[config.mk]
export PLATFORM = sky130hd
export DESIGN_NAME = trsq8_intc
export DESIGN_NICKNAME = d
export VERILOG_FILES = /design/src/rtl/trsq8_pkg.sv /design/src/rtl/intc_prio_enc.sv /design/src/rtl/trsq8_intc.sv
export SDC_FILE = /design/constraint.sdc
export NUM_CORES = 1
export LEC_CHECK = 0
export ABC_AREA = 0
export CAP_MARGIN = 25
export CORE_ASPECT_RATIO = 0.6
export CORE_UTILIZATION = 45
export DETAILED_ROUTE_END_ITERATION = 16
export PLACE_DENSITY = 0.83
export SYNTH_ARGS = -nofsm -noshare
export SYNTH_HDL_FRONTEND = slang
export SYNTH_SLANG_ARGS = --single-unit
[constraint.sdc]
create_clock -name clk_ip -period 1.9 [get_ports clk_ip]
set_input_delay 0.38 -clock clk_ip [delete_from_list [all_inputs] [get_ports clk_ip]]
set_output_delay 0.38 -clock clk_ip [all_outputs]
set_load 0.02 [all_outputs]
[src/rtl/trsq8_pkg.sv]
// Shared constants for the TRSQ8 interrupt controller: register offsets,
// FSM state encodings and the VEC valid bit position.
package trsq8_pkg;

  localparam logic [7:0] OFS_PEND = 8'd0;
  localparam logic [7:0] OFS_MASK = 8'd1;
  localparam logic [7:0] OFS_EDGE = 8'd2;
  localparam logic [7:0] OFS_VEC  = 8'd3;
  localparam logic [7:0] OFS_CTRL = 8'd4;
  localparam logic [7:0] N_REGS   = 8'd5;

  localparam int VEC_VLD_BIT = 7;

  typedef enum logic [1:0] {
    ST_IDLE    = 2'd0,
    ST_ASSERT  = 2'd1,
    ST_HOLDOFF = 2'd2
  } state_e;

endpackage

[src/rtl/intc_prio_enc.sv]
// 8-bit combinational priority encoder, lowest set index wins; zero latency,
// no flow control.
module intc_prio_enc (
  input  logic [7:0] i_req,
  output logic       o_vld,
  output logic [2:0] o_idx
);

  always_comb begin
    o_idx = 3'd0;
    for (int i = 7; i >= 0; i--) begin
      if (i_req[i]) o_idx = 3'(i);
    end
  end

  assign o_vld = |i_req;

endmodule

[src/rtl/trsq8_intc.sv]
// Eight-source interrupt controller on the TRSQ8 peripheral bus; reads are
// combinational, irq_op is registered and follows pending state one cycle later.
module trsq8_intc
  import trsq8_pkg::*;
#(
  parameter logic [7:0] BASE_ADDR   = 8'h10,
  parameter int         N_SRC       = 8,
  parameter int         HOLDOFF_CYC = 2
) (
  input  logic       clk_ip,
  input  logic       reset_n_ip,
  input  logic [7:0] addr_ip,
  input  logic [7:0] data_ip,
  input  logic       wr_en_ip,
  input  logic       rd_en_ip,
  output logic [7:0] data_op,
  input  logic [7:0] src_ip,
  output logic       irq_op
);

  localparam logic [8:0] SRC_ONE = 9'd1 << N_SRC;
  localparam logic [7:0] SRC_MSK = SRC_ONE[7:0] - 8'd1;
  localparam logic [3:0] HOLD_LD = 4'(HOLDOFF_CYC - 1);

  logic [7:0] r_pend;
  logic [7:0] r_mask;
  logic [7:0] r_edge;
  logic       r_gie;
  logic [7:0] r_src_prev;
  state_e     r_state;
  logic [3:0] r_cnt;

  logic [7:0] w_ofs;
  logic       w_hit;
  logic       w_wr_pend;
  logic       w_wr_mask;
  logic       w_wr_edge;
  logic       w_wr_vec;
  logic       w_wr_ctrl;
  logic [7:0] w_pm;
  logic       w_vld;
  logic [2:0] w_idx;
  logic [7:0] w_w1c;
  logic [7:0] w_ack_clr;
  logic [7:0] w_rise;
  logic [7:0] w_edge_nxt;
  logic [7:0] w_pend_nxt;
  state_e     w_state_nxt;
  logic [3:0] w_cnt_nxt;

  assign w_ofs     = addr_ip - BASE_ADDR;
  assign w_hit     = (w_ofs < N_REGS);
  assign w_wr_pend = wr_en_ip && (w_ofs == OFS_PEND);
  assign w_wr_mask = wr_en_ip && (w_ofs == OFS_MASK);
  assign w_wr_edge = wr_en_ip && (w_ofs == OFS_EDGE);
  assign w_wr_vec  = wr_en_ip && (w_ofs == OFS_VEC);
  assign w_wr_ctrl = wr_en_ip && (w_ofs == OFS_CTRL);

  assign w_pm = r_pend & r_mask;

  intc_prio_enc u_prio_enc (
    .i_req (w_pm),
    .o_vld (w_vld),
    .o_idx (w_idx)
  );

  // Clears are applied before the new edge is ORed in, so a same-cycle set wins.
  assign w_w1c      = w_wr_pend ? data_ip : 8'd0;
  assign w_ack_clr  = (w_wr_vec && w_vld) ? (8'd1 << w_idx) : 8'd0;
  assign w_rise     = src_ip & ~r_src_prev;
  assign w_edge_nxt = (r_pend & ~(w_w1c | w_ack_clr)) | w_rise;
  assign w_pend_nxt = ((w_edge_nxt & r_edge) | (src_ip & ~r_edge)) & SRC_MSK;

  always_ff @(posedge clk_ip or negedge reset_n_ip) begin
    if (!reset_n_ip) begin
      r_pend     <= 8'd0;
      r_mask     <= 8'd0;
      r_edge     <= SRC_MSK;
      r_gie      <= 1'b0;
      r_src_prev <= 8'd0;
    end else begin
      r_src_prev <= src_ip & SRC_MSK;
      r_pend     <= w_pend_nxt;
      if (w_wr_mask) r_mask <= data_ip & SRC_MSK;
      if (w_wr_edge) r_edge <= data_ip & SRC_MSK;
      if (w_wr_ctrl) r_gie  <= data_ip[0];
    end
  end

  always_ff @(posedge clk_ip or negedge reset_n_ip) begin
    if (!reset_n_ip) begin
      r_state <= ST_IDLE;
      r_cnt   <= 4'd0;
    end else begin
      r_state <= w_state_nxt;
      r_cnt   <= w_cnt_nxt;
    end
  end

  // HOLDOFF guarantees a low period so the CPU sees a fresh rising edge.
  always_comb begin
    w_state_nxt = r_state;
    w_cnt_nxt   = r_cnt;
    case (r_state)
      ST_IDLE: begin
        if (r_gie && w_vld) w_state_nxt = ST_ASSERT;
      end
      ST_ASSERT: begin
        if (w_wr_vec || !r_gie || !w_vld) begin
          w_state_nxt = ST_HOLDOFF;
          w_cnt_nxt   = HOLD_LD;
        end
      end
      ST_HOLDOFF: begin
        if (r_cnt == 4'd0) w_state_nxt = ST_IDLE;
        else               w_cnt_nxt   = r_cnt - 4'd1;
      end
      default: w_state_nxt = ST_IDLE;
    endcase
  end

  assign irq_op = (r_state == ST_ASSERT);

  always_comb begin
    data_op = 8'd0;
    if (rd_en_ip && w_hit) begin
      case (w_ofs)
        OFS_PEND: data_op = r_pend;
        OFS_MASK: data_op = r_mask;
        OFS_EDGE: data_op = r_edge;
        OFS_VEC: begin
          data_op[VEC_VLD_BIT] = w_vld;
          data_op[2:0]         = w_idx;
        end
        OFS_CTRL: data_op = {7'd0, r_gie};
        default:  data_op = 8'd0;
      endcase
    end
  end

endmodule

==> results.txt, run 1 <==
----------------------------------------------------
[Detailed routing]
  Ratio of routed vias to standard cells ... approximately 5.8
  Violation count after the first detailed-route iteration ... 130
  Residual DRC ... 0
  Vias after detailed routing ... about 2100
  Wire length per cell after detailed routing ... just over 20 um
  ANT nets after route ... 0
  First-pass iteration count of the detailed router ... 4
  Final WL ... around 7400 um

[Timing]
  Final Worst Setup Slack ... -0.349 ns
  Worst slew margin ... roughly two thirds
  Count of pins over their slew limit ... 0
  Final setup fails ... 35
  Shortest period the worst path allows ... 2.25 ns
  Worst-case clock skew ... approximately 0.01 ns
  Final hold violations ... 0
  Setup repair after global routing missed its margin ... true
  Transition at the pin with the smallest max-transition slack ... 0.509 ns
  Final period utilization ... 118%
  Max Clk Rate ... 445 MHz
  Worst Hold Margin ... between 0.1 and 0.15 ns

[Clock network]
  Later-pin clock latency in the skew report ... roughly 0.31 ns
  Maximum buffer depth of the clock tree ... 2
  # hold bufs at CTS ... 0
  Clock tree from TritonCTS ... done
  Total clock sinks ... 39
  Root Buffer Master ... sky130_fd_sc_hd__clkbuf_8
  CTS H-tree lvls ... 2
  Clock slew seen by the registers of the worst setup and hold paths ... ~0.080 ns
  CTS buffer count ... 5

[Global routing]
  Overflow left after global routing ... 0
  GRT Resource Usage Total ... between 30% and 40%
  Wire length of the first global-routing pass ... 10400 um
  Layer with the highest usage ... met2
  Pin count of the biggest net entering global routing ... 40
  Number of global-route vias before repair ... between 2000 and 2500
  Antenna violations before repair ... 0
  Met3 global-route usage ... under 10%
  Met2 usage in global routing ... just under 50%
  Met1 track utilization from global routing ... ~40%

[Worst setup path]
  End of the critical path ... data_op[0]
  Levels on crit path ... 6
  Worst Path Arrival ... roughly 1.9 ns
  Required time of the critical path ... 1.52 ns
  Critical path's top delay family ... compound AO/OA/AOI/OAI gates
  Worst-case register-to-register setup slack ... roughly 0.01 ns
  Cell with the biggest individual delay on the critical path ... sky130_fd_sc_hd__dfrtp_1
  Worst Path Buf+Inv ... 1
  Crit path cell chain ... and2_4 -> o211ai_1 -> nand2_2 -> a221oi_2 -> o311a_1 -> buf_6
  FF-to-FF path depth ... 6
  Worst setup path startpoint ... r_pend[6]
  Critical path endpoint category ... output pin
  Critical Setup Path Class ... reg2out
  Critical Path Max Stage Delay ... 0.40 ns
  Start of the worst register-to-register path ... r_pend[1]
  End of the worst register-to-register path ... r_pend[4]
  Launching element type of the critical path ... register
  Maximum fanout along the worst path ... 2

[Synthesis]
  Number of synthesized flops with an enable pin ... 0
  Synthesized cell area ... 0.00206 mm^2
  Register bit count reported by yosys ... 39
  Proportion of synthesized flip-flops having asynchronous set or reset ... 100%
  Number of instances in the synthesized netlist ... 197
  Largest cells by area after synthesis ... sky130_fd_sc_hd__dfrtp_1, sky130_fd_sc_hd__dfstp_2, sky130_fd_sc_hd__mux2_2, sky130_fd_sc_hd__nand2_1, sky130_fd_sc_hd__nor2_1
  Synth top area share ... around 38%
  Portion of the post-synthesis area used by sequential elements ... ~48%
  Distinct cell type count of the synthesized netlist ... 46
  Number of nets produced by synthesis ... 226
  Main synth FF type ... sky130_fd_sc_hd__dfrtp_1
  Number of synthesis warnings ... 0
  Per-instance average area after synthesis ... 10.5 um^2
  Cell type with the largest total area after synthesis ... sky130_fd_sc_hd__dfrtp_1

[Die]
  Horizontal extent of the die ... about 90 um
  Starting density of the core ... just under 50%
  Floorplan core area ... 0.00426 mm^2
  Overall die area ... around 0.0049 mm^2
  FP Rows ... 18
  Height of the die ... 54.4 um
  Io pins ... 37

[Power and ir drop]
  Static Leak ... about 0.0015 uW
  Power consumption ... about 1900 uW
  Power per cell area ... about 560 mW/mm^2
  Max VDD drop ... between 0.0004 and 0.0005 V

[Finish]
  NumNets Final ... between 300 and 400
  Share of cells above drive strength 1 ... roughly 50%
  Utilization after layout ... between 70% and 80%
  Synth-to-layout area growth ... 63.8%
  Most frequent cells in the layout ... sky130_fd_sc_hd__buf_4, sky130_fd_sc_hd__dfrtp_1, sky130_fd_sc_hd__nand2_1
  Antenna diode count ... 0
  Most common cell after layout, fill and taps aside ... sky130_fd_sc_hd__buf_4

[Placed design]
  Port-buffer cells ... 36
  Post-detail-place hpwl ... roughly 4400 um
  Worst-case setup slack after placement ... -1.07 ns
  Weighted congestion reported at the end of routability-driven placement ... roughly 0.95

[Outcome]
  Result of the run ... finished, violations left
  Violations in the final reports ... setup timing

[Hold path]
  Type of the worst min-delay path ... in2async

[Job]
  Max-cap check violation count ... 0

----------------------------------------------------
==> registers in the layout, indices dropped and copies added (netlist names) <==
name	cells
r_pend	8
r_gie	1
r_mask	8
r_src_prev	8
r_edge	8
r_cnt	4
r_state	2
==> worst min path at each step <==
stage,slack (ns),cells after the start,to
6_report,0.12,2,r_src_prev[4]
5_1_grt,0.17,2,r_src_prev[4]
4_1_cts,0.14,2,r_cnt[2]
3_5_place_dp,0.45,1,r_state[0]
3_3_place_gp,0.44,1,r_state[0]
2_1_floorplan,0.08,0,r_cnt[0]
==> area by class of cell <==
type / count / area [um^2]
clock inverters: 2 / 12.5
inverters: 6 / 22.5
fillers: 237 / 878
flip-flops and latches: 39 / 986
clock buffers: 6 / 72.6
repair buffers: 102 / 911
multi-input cells: 148 / 1300
well taps: 60 / 75.1
==> worst register-to-register path, delay by kind of cell, from the launching register on <==
kind,cells,cell delay [ns]
and+or+nand+nor,3,0.73
DFF,1,0.42
AOI/OAI and AO/OA,2,0.50
buffers and inverters,1,0.14
==> cells by family (layout without fill, tap and decap cells) <==
logic type / after synthesis / count (layout) / share of synthesized area (%)
AOI/OAI and AO/OA: 46 / 46 / 16.4
adders and majority gates: 1 / 1 / 0.607
DFF: 39 / 39 / 47.8
muxes: 24 / 24 / 12.7
buffers and inverters: 10 / 116 / 2.00
and+or+nand+nor: 75 / 75 / 19.6
xor gates and xnor gates: 2 / 2 / 0.850
==> synthesized netlist by cell type, drive strengths merged, types with 3 or more instances <==
library cell   n
dfrtp         31
nand2         27
nor2          20
mux2          17
a21oi         11
dfstp          8
mux2i          7
inv            6
a22oi          5
nand3          5
a211oi         4
a22o           4
nor2b          4
a221oi         3
and2           3
nand4          3
o211ai         3
==> metal layers <==
layer / up-vias / share of wire, %
met5: - / 0
met4: 0 / 3.1
met3: 27 / 6.8
met2: 93 / 46
met1: 1030 / 44
li1: 940 / -
==> metrics by stage <==
stage | TNS (ns) | cells | area, um^2
final | -8.04 | 363 | 3380
after global routing | -9.23 | 363 | 3380
after CTS | -8.91 | 358 | 3190
after detailed placement | -31.05 | 343 | 2950
after global placement | -29.72 | 343 | 2950
after floorplan | -9.93 | 197 | 2130
==> report_power, final <==
group          leakage [uW]  internal (uW)  total [uW]  switching, uW
Clock             0.0000412            257         572            315
Sequential         0.000476            880         924           44.3
Combinational       0.00101            205         394            189
Total               0.00153           1340        1890            549
==> what timing repair did <==
item / in CTS / in global routing
endpoints found under the setup margin: 37 / 38
setup buffers: 7 / 7
gates resized for setup: 90 / 38
pin swaps: 19 / 14
Power figures use the tool's default switching activity.
==> inputs of run 2 (changes only) <==
RECOVER_POWER = 50   (was unset)
SLEW_MARGIN = 10   (was unset)
==> results.txt, run 2 (synthesized netlist as in run 1, its figures left out) <==
----------------------------------------------------
[Outcome]
  Result of the run ... finished, violations left (unchanged)
  Violations in the final reports ... setup timing (unchanged)

[Die]
  Overall die area ... 0.00487 mm^2 (unchanged)
  Starting density of the core ... 48.4% (unchanged)
  Height of the die ... 54.4 um (unchanged)
  Horizontal extent of the die ... 89.4 um (unchanged)
  Io pins ... 37 (unchanged)
  FP Rows ... 18 (unchanged)
  Floorplan core area ... 0.00426 mm^2 (unchanged)

[Worst setup path]
  Start of the worst register-to-register path ... r_pend[1] (unchanged)
  Launching element type of the critical path ... register (unchanged)
  Worst Path Buf+Inv ... 1 (unchanged)
  Crit path cell chain ... and2_4 -> o211ai_1 -> nand2_2 -> a221oi_2 -> o311a_1 -> buf_6 (unchanged)
  FF-to-FF path depth ... 6 (unchanged)
  Critical path's top delay family ... compound AO/OA/AOI/OAI gates (unchanged)
  Worst-case register-to-register setup slack ... 0 ns (was 0.01 ns)
  Worst setup path startpoint ... r_pend[6] (unchanged)
  Critical path endpoint category ... output pin (unchanged)
  Levels on crit path ... 6 (unchanged)
  End of the critical path ... data_op[0] (unchanged)
  Cell with the biggest individual delay on the critical path ... sky130_fd_sc_hd__dfrtp_1 (unchanged)
  Maximum fanout along the worst path ... 2 (unchanged)
  Critical Path Max Stage Delay ... 0.40 ns (about the same)
  Critical Setup Path Class ... reg2out (unchanged)
  Required time of the critical path ... 1.52 ns (about the same)
  Worst Path Arrival ... 1.87 ns (about the same)
  End of the worst register-to-register path ... r_pend[4] (unchanged)

[Timing]
  Final Worst Setup Slack ... -0.349 ns (about the same)
  Max Clk Rate ... 445 MHz (about the same)
  Final setup fails ... 35 (unchanged)
  Final period utilization ... 118% (about the same)
  Worst slew margin ... 33.9% (was 66.1%)
  Transition at the pin with the smallest max-transition slack ... 0.992 ns (was 0.509 ns)
  Final hold violations ... 0 (unchanged)
  Count of pins over their slew limit ... 0 (unchanged)
  Shortest period the worst path allows ... 2.25 ns (about the same)
  Worst-case clock skew ... 0.0100 ns (about the same)
  Setup repair after global routing missed its margin ... true (unchanged)

[Finish]
  Antenna diode count ... 0 (unchanged)
  Most common cell after layout, fill and taps aside ... sky130_fd_sc_hd__buf_4 (unchanged)
  Synth-to-layout area growth ... 63.7% (was 63.8%)
  Utilization after layout ... 79.3% (was 79.4%)
  Sequential standard cell area ... 986 um^2 (unchanged)
  Multi-input combinational cell area ... 0.00130 mm^2 (unchanged)
  Share of cells above drive strength 1 ... 49.2% (unchanged)
  Filler Cell Count ... 238 (was 237)
  Number of non-filler instances in the completed layout ... 363 (unchanged)
  Most frequent cells in the layout ... sky130_fd_sc_hd__buf_4, sky130_fd_sc_hd__dfrtp_1, sky130_fd_sc_hd__nand2_1 (unchanged)
  NumNets Final ... 331 (unchanged)

[Global routing]
  Pin count of the biggest net entering global routing ... 40 (unchanged)
  Number of global-route vias before repair ... 2137 (unchanged)
  Antenna violations before repair ... 0 (unchanged)
  Wire length of the first global-routing pass ... 10400 um (unchanged)
  GRT Resource Usage Total ... 30.2% (unchanged)
  Overflow left after global routing ... 0 (unchanged)

[Clock network]
  CTS H-tree lvls ... 2 (unchanged)
  Clock tree from TritonCTS ... done (unchanged)
  Clock slew seen by the registers of the worst setup and hold paths ... 0.08 ns (about the same)
  CTS buffer count ... 5 (unchanged)
  Total clock sinks ... 39 (unchanged)
  # hold bufs at CTS ... 0 (unchanged)
  Later-pin clock latency in the skew report ... 0.31 ns (about the same)
  Maximum buffer depth of the clock tree ... 2 (unchanged)
  Root Buffer Master ... sky130_fd_sc_hd__clkbuf_8 (unchanged)

[Power and ir drop]
  Pint ... 1340 uW (about the same)
  Power consumption ... 1890 uW (about the same)
  Net Sw Frac ... 29.1% (was 29.0%)
  Max VDD drop ... 0.000435 V (about the same)
  Fraction of power consumed by sequential logic ... 48.9% (about the same)
  Switching Power ... 549 uW (about the same)
  Part of the power in combinational logic ... 20.8% (was 20.9%)
  Clock share of power ... 30.3% (was 30.2%)
  Static Leak ... 0.00153 uW (about the same)
  Power per cell area ... 560 mW/mm^2 (about the same)

[Detailed routing]
  ANT nets after route ... 0 (unchanged)
  Residual DRC ... 0 (unchanged)
  Ratio of routed vias to standard cells ... 5.78 (was 5.76)
  Wire length per cell after detailed routing ... 20.3 um (about the same)
  Violation count after the first detailed-route iteration ... 130 (unchanged)
  First-pass iteration count of the detailed router ... 4 (unchanged)
  Vias after detailed routing ... 2098 (was 2090)
  Final WL ... 7370 um (was 7360 um)

[Job]
  Max-cap check violation count ... 0 (unchanged)

[Placed design]
  Port-buffer cells ... 36 (unchanged)
  Post-detail-place hpwl ... 4350 um (unchanged)
  Placed cells ... 343 (unchanged)
  Weighted congestion reported at the end of routability-driven placement ... 0.950 (unchanged)

[Hold path]
  Type of the worst min-delay path ... in2async (unchanged)

----------------------------------------------------
-- run 2: routing by layer --
layer  share of wire (%)  routed length (um)  GRT usage [%]  vias up
met5                   0                   0              0        -
met4                 3.4                 248           13.8        0
met3                 7.1                 523           7.84       31
met2                  45                3340           48.1      100
met1                  44                3250           39.5     1028
li1                    -                   -              -      939
-- run 2: worst min-delay path by stage --
| stage | to | slack (ns) | cells after the start | startpoint |
|---|---|---|---|---|
| after global routing | r_src_prev[4] | 0.40 | 2 | reset_n_ip |
| after detailed placement | r_state[0] | 0.45 | 1 | r_state[0] |
| after global placement | r_state[0] | 0.44 | 1 | r_state[0] |
| after floorplan | r_cnt[0] | 0.08 | 0 | reset_n_ip |
| after CTS | r_cnt[2] | 0.14 | 2 | reset_n_ip |
| final | r_src_prev[4] | 0.30 | 2 | reset_n_ip |
-- run 2: worst register-to-register path, delay by kind of cell, from the launching register on --
family                 cells  cell delay (ns)
AOI/OAI and AO/OA          2             0.50
buffers and inverters      1             0.14
DFF                        1             0.42
and+or+nand+nor            3             0.74
-- run 2: cell type report --
type	instances	area share [%]
Sequential cell	39	29.2
Tap cell	60	2.22
Multi-Input combinational cell	148	38.5
Clock buffer	6	2.15
Clock inverter	2	0.371
Inverter	6	0.667
Timing Repair Buffer	102	26.9
-- run 2: through the flow --
step / hold WS, ns / setup slack (ns) / area, um^2 / setup TNS [ns]
finish: 0.301 / -0.349 / 3380 / -8.04
global route: 0.400 / -0.390 / 3380 / -9.23
CTS: 0.143 / -0.356 / 3190 / -8.91
detailed placement: 0.451 / -1.07 / 2950 / -31.05
global placement: 0.442 / -0.994 / 2950 / -29.72
floorplan: 0.0844 / -0.412 / 2130 / -9.93
-- run 2: power groups by stage --
stage | clock [uW] | combinational, uW | sequential (uW)
2_1_floorplan | 0 | 127 | 926
3_3_place_gp | 0 | 310 | 927
3_5_place_dp | 0 | 321 | 931
4_1_cts | 567 | 349 | 917
5_1_grt | 611 | 422 | 927
6_report | 572 | 394 | 924
-- run 2: repair_timing --
item | 4_1_cts | 5_1_grt
pin swaps | 19 | 14
cloned | 0 | 0
gates resized for setup | 90 | 38
endpoints found under the setup margin | 37 | 38
setup buffers | 7 | 7
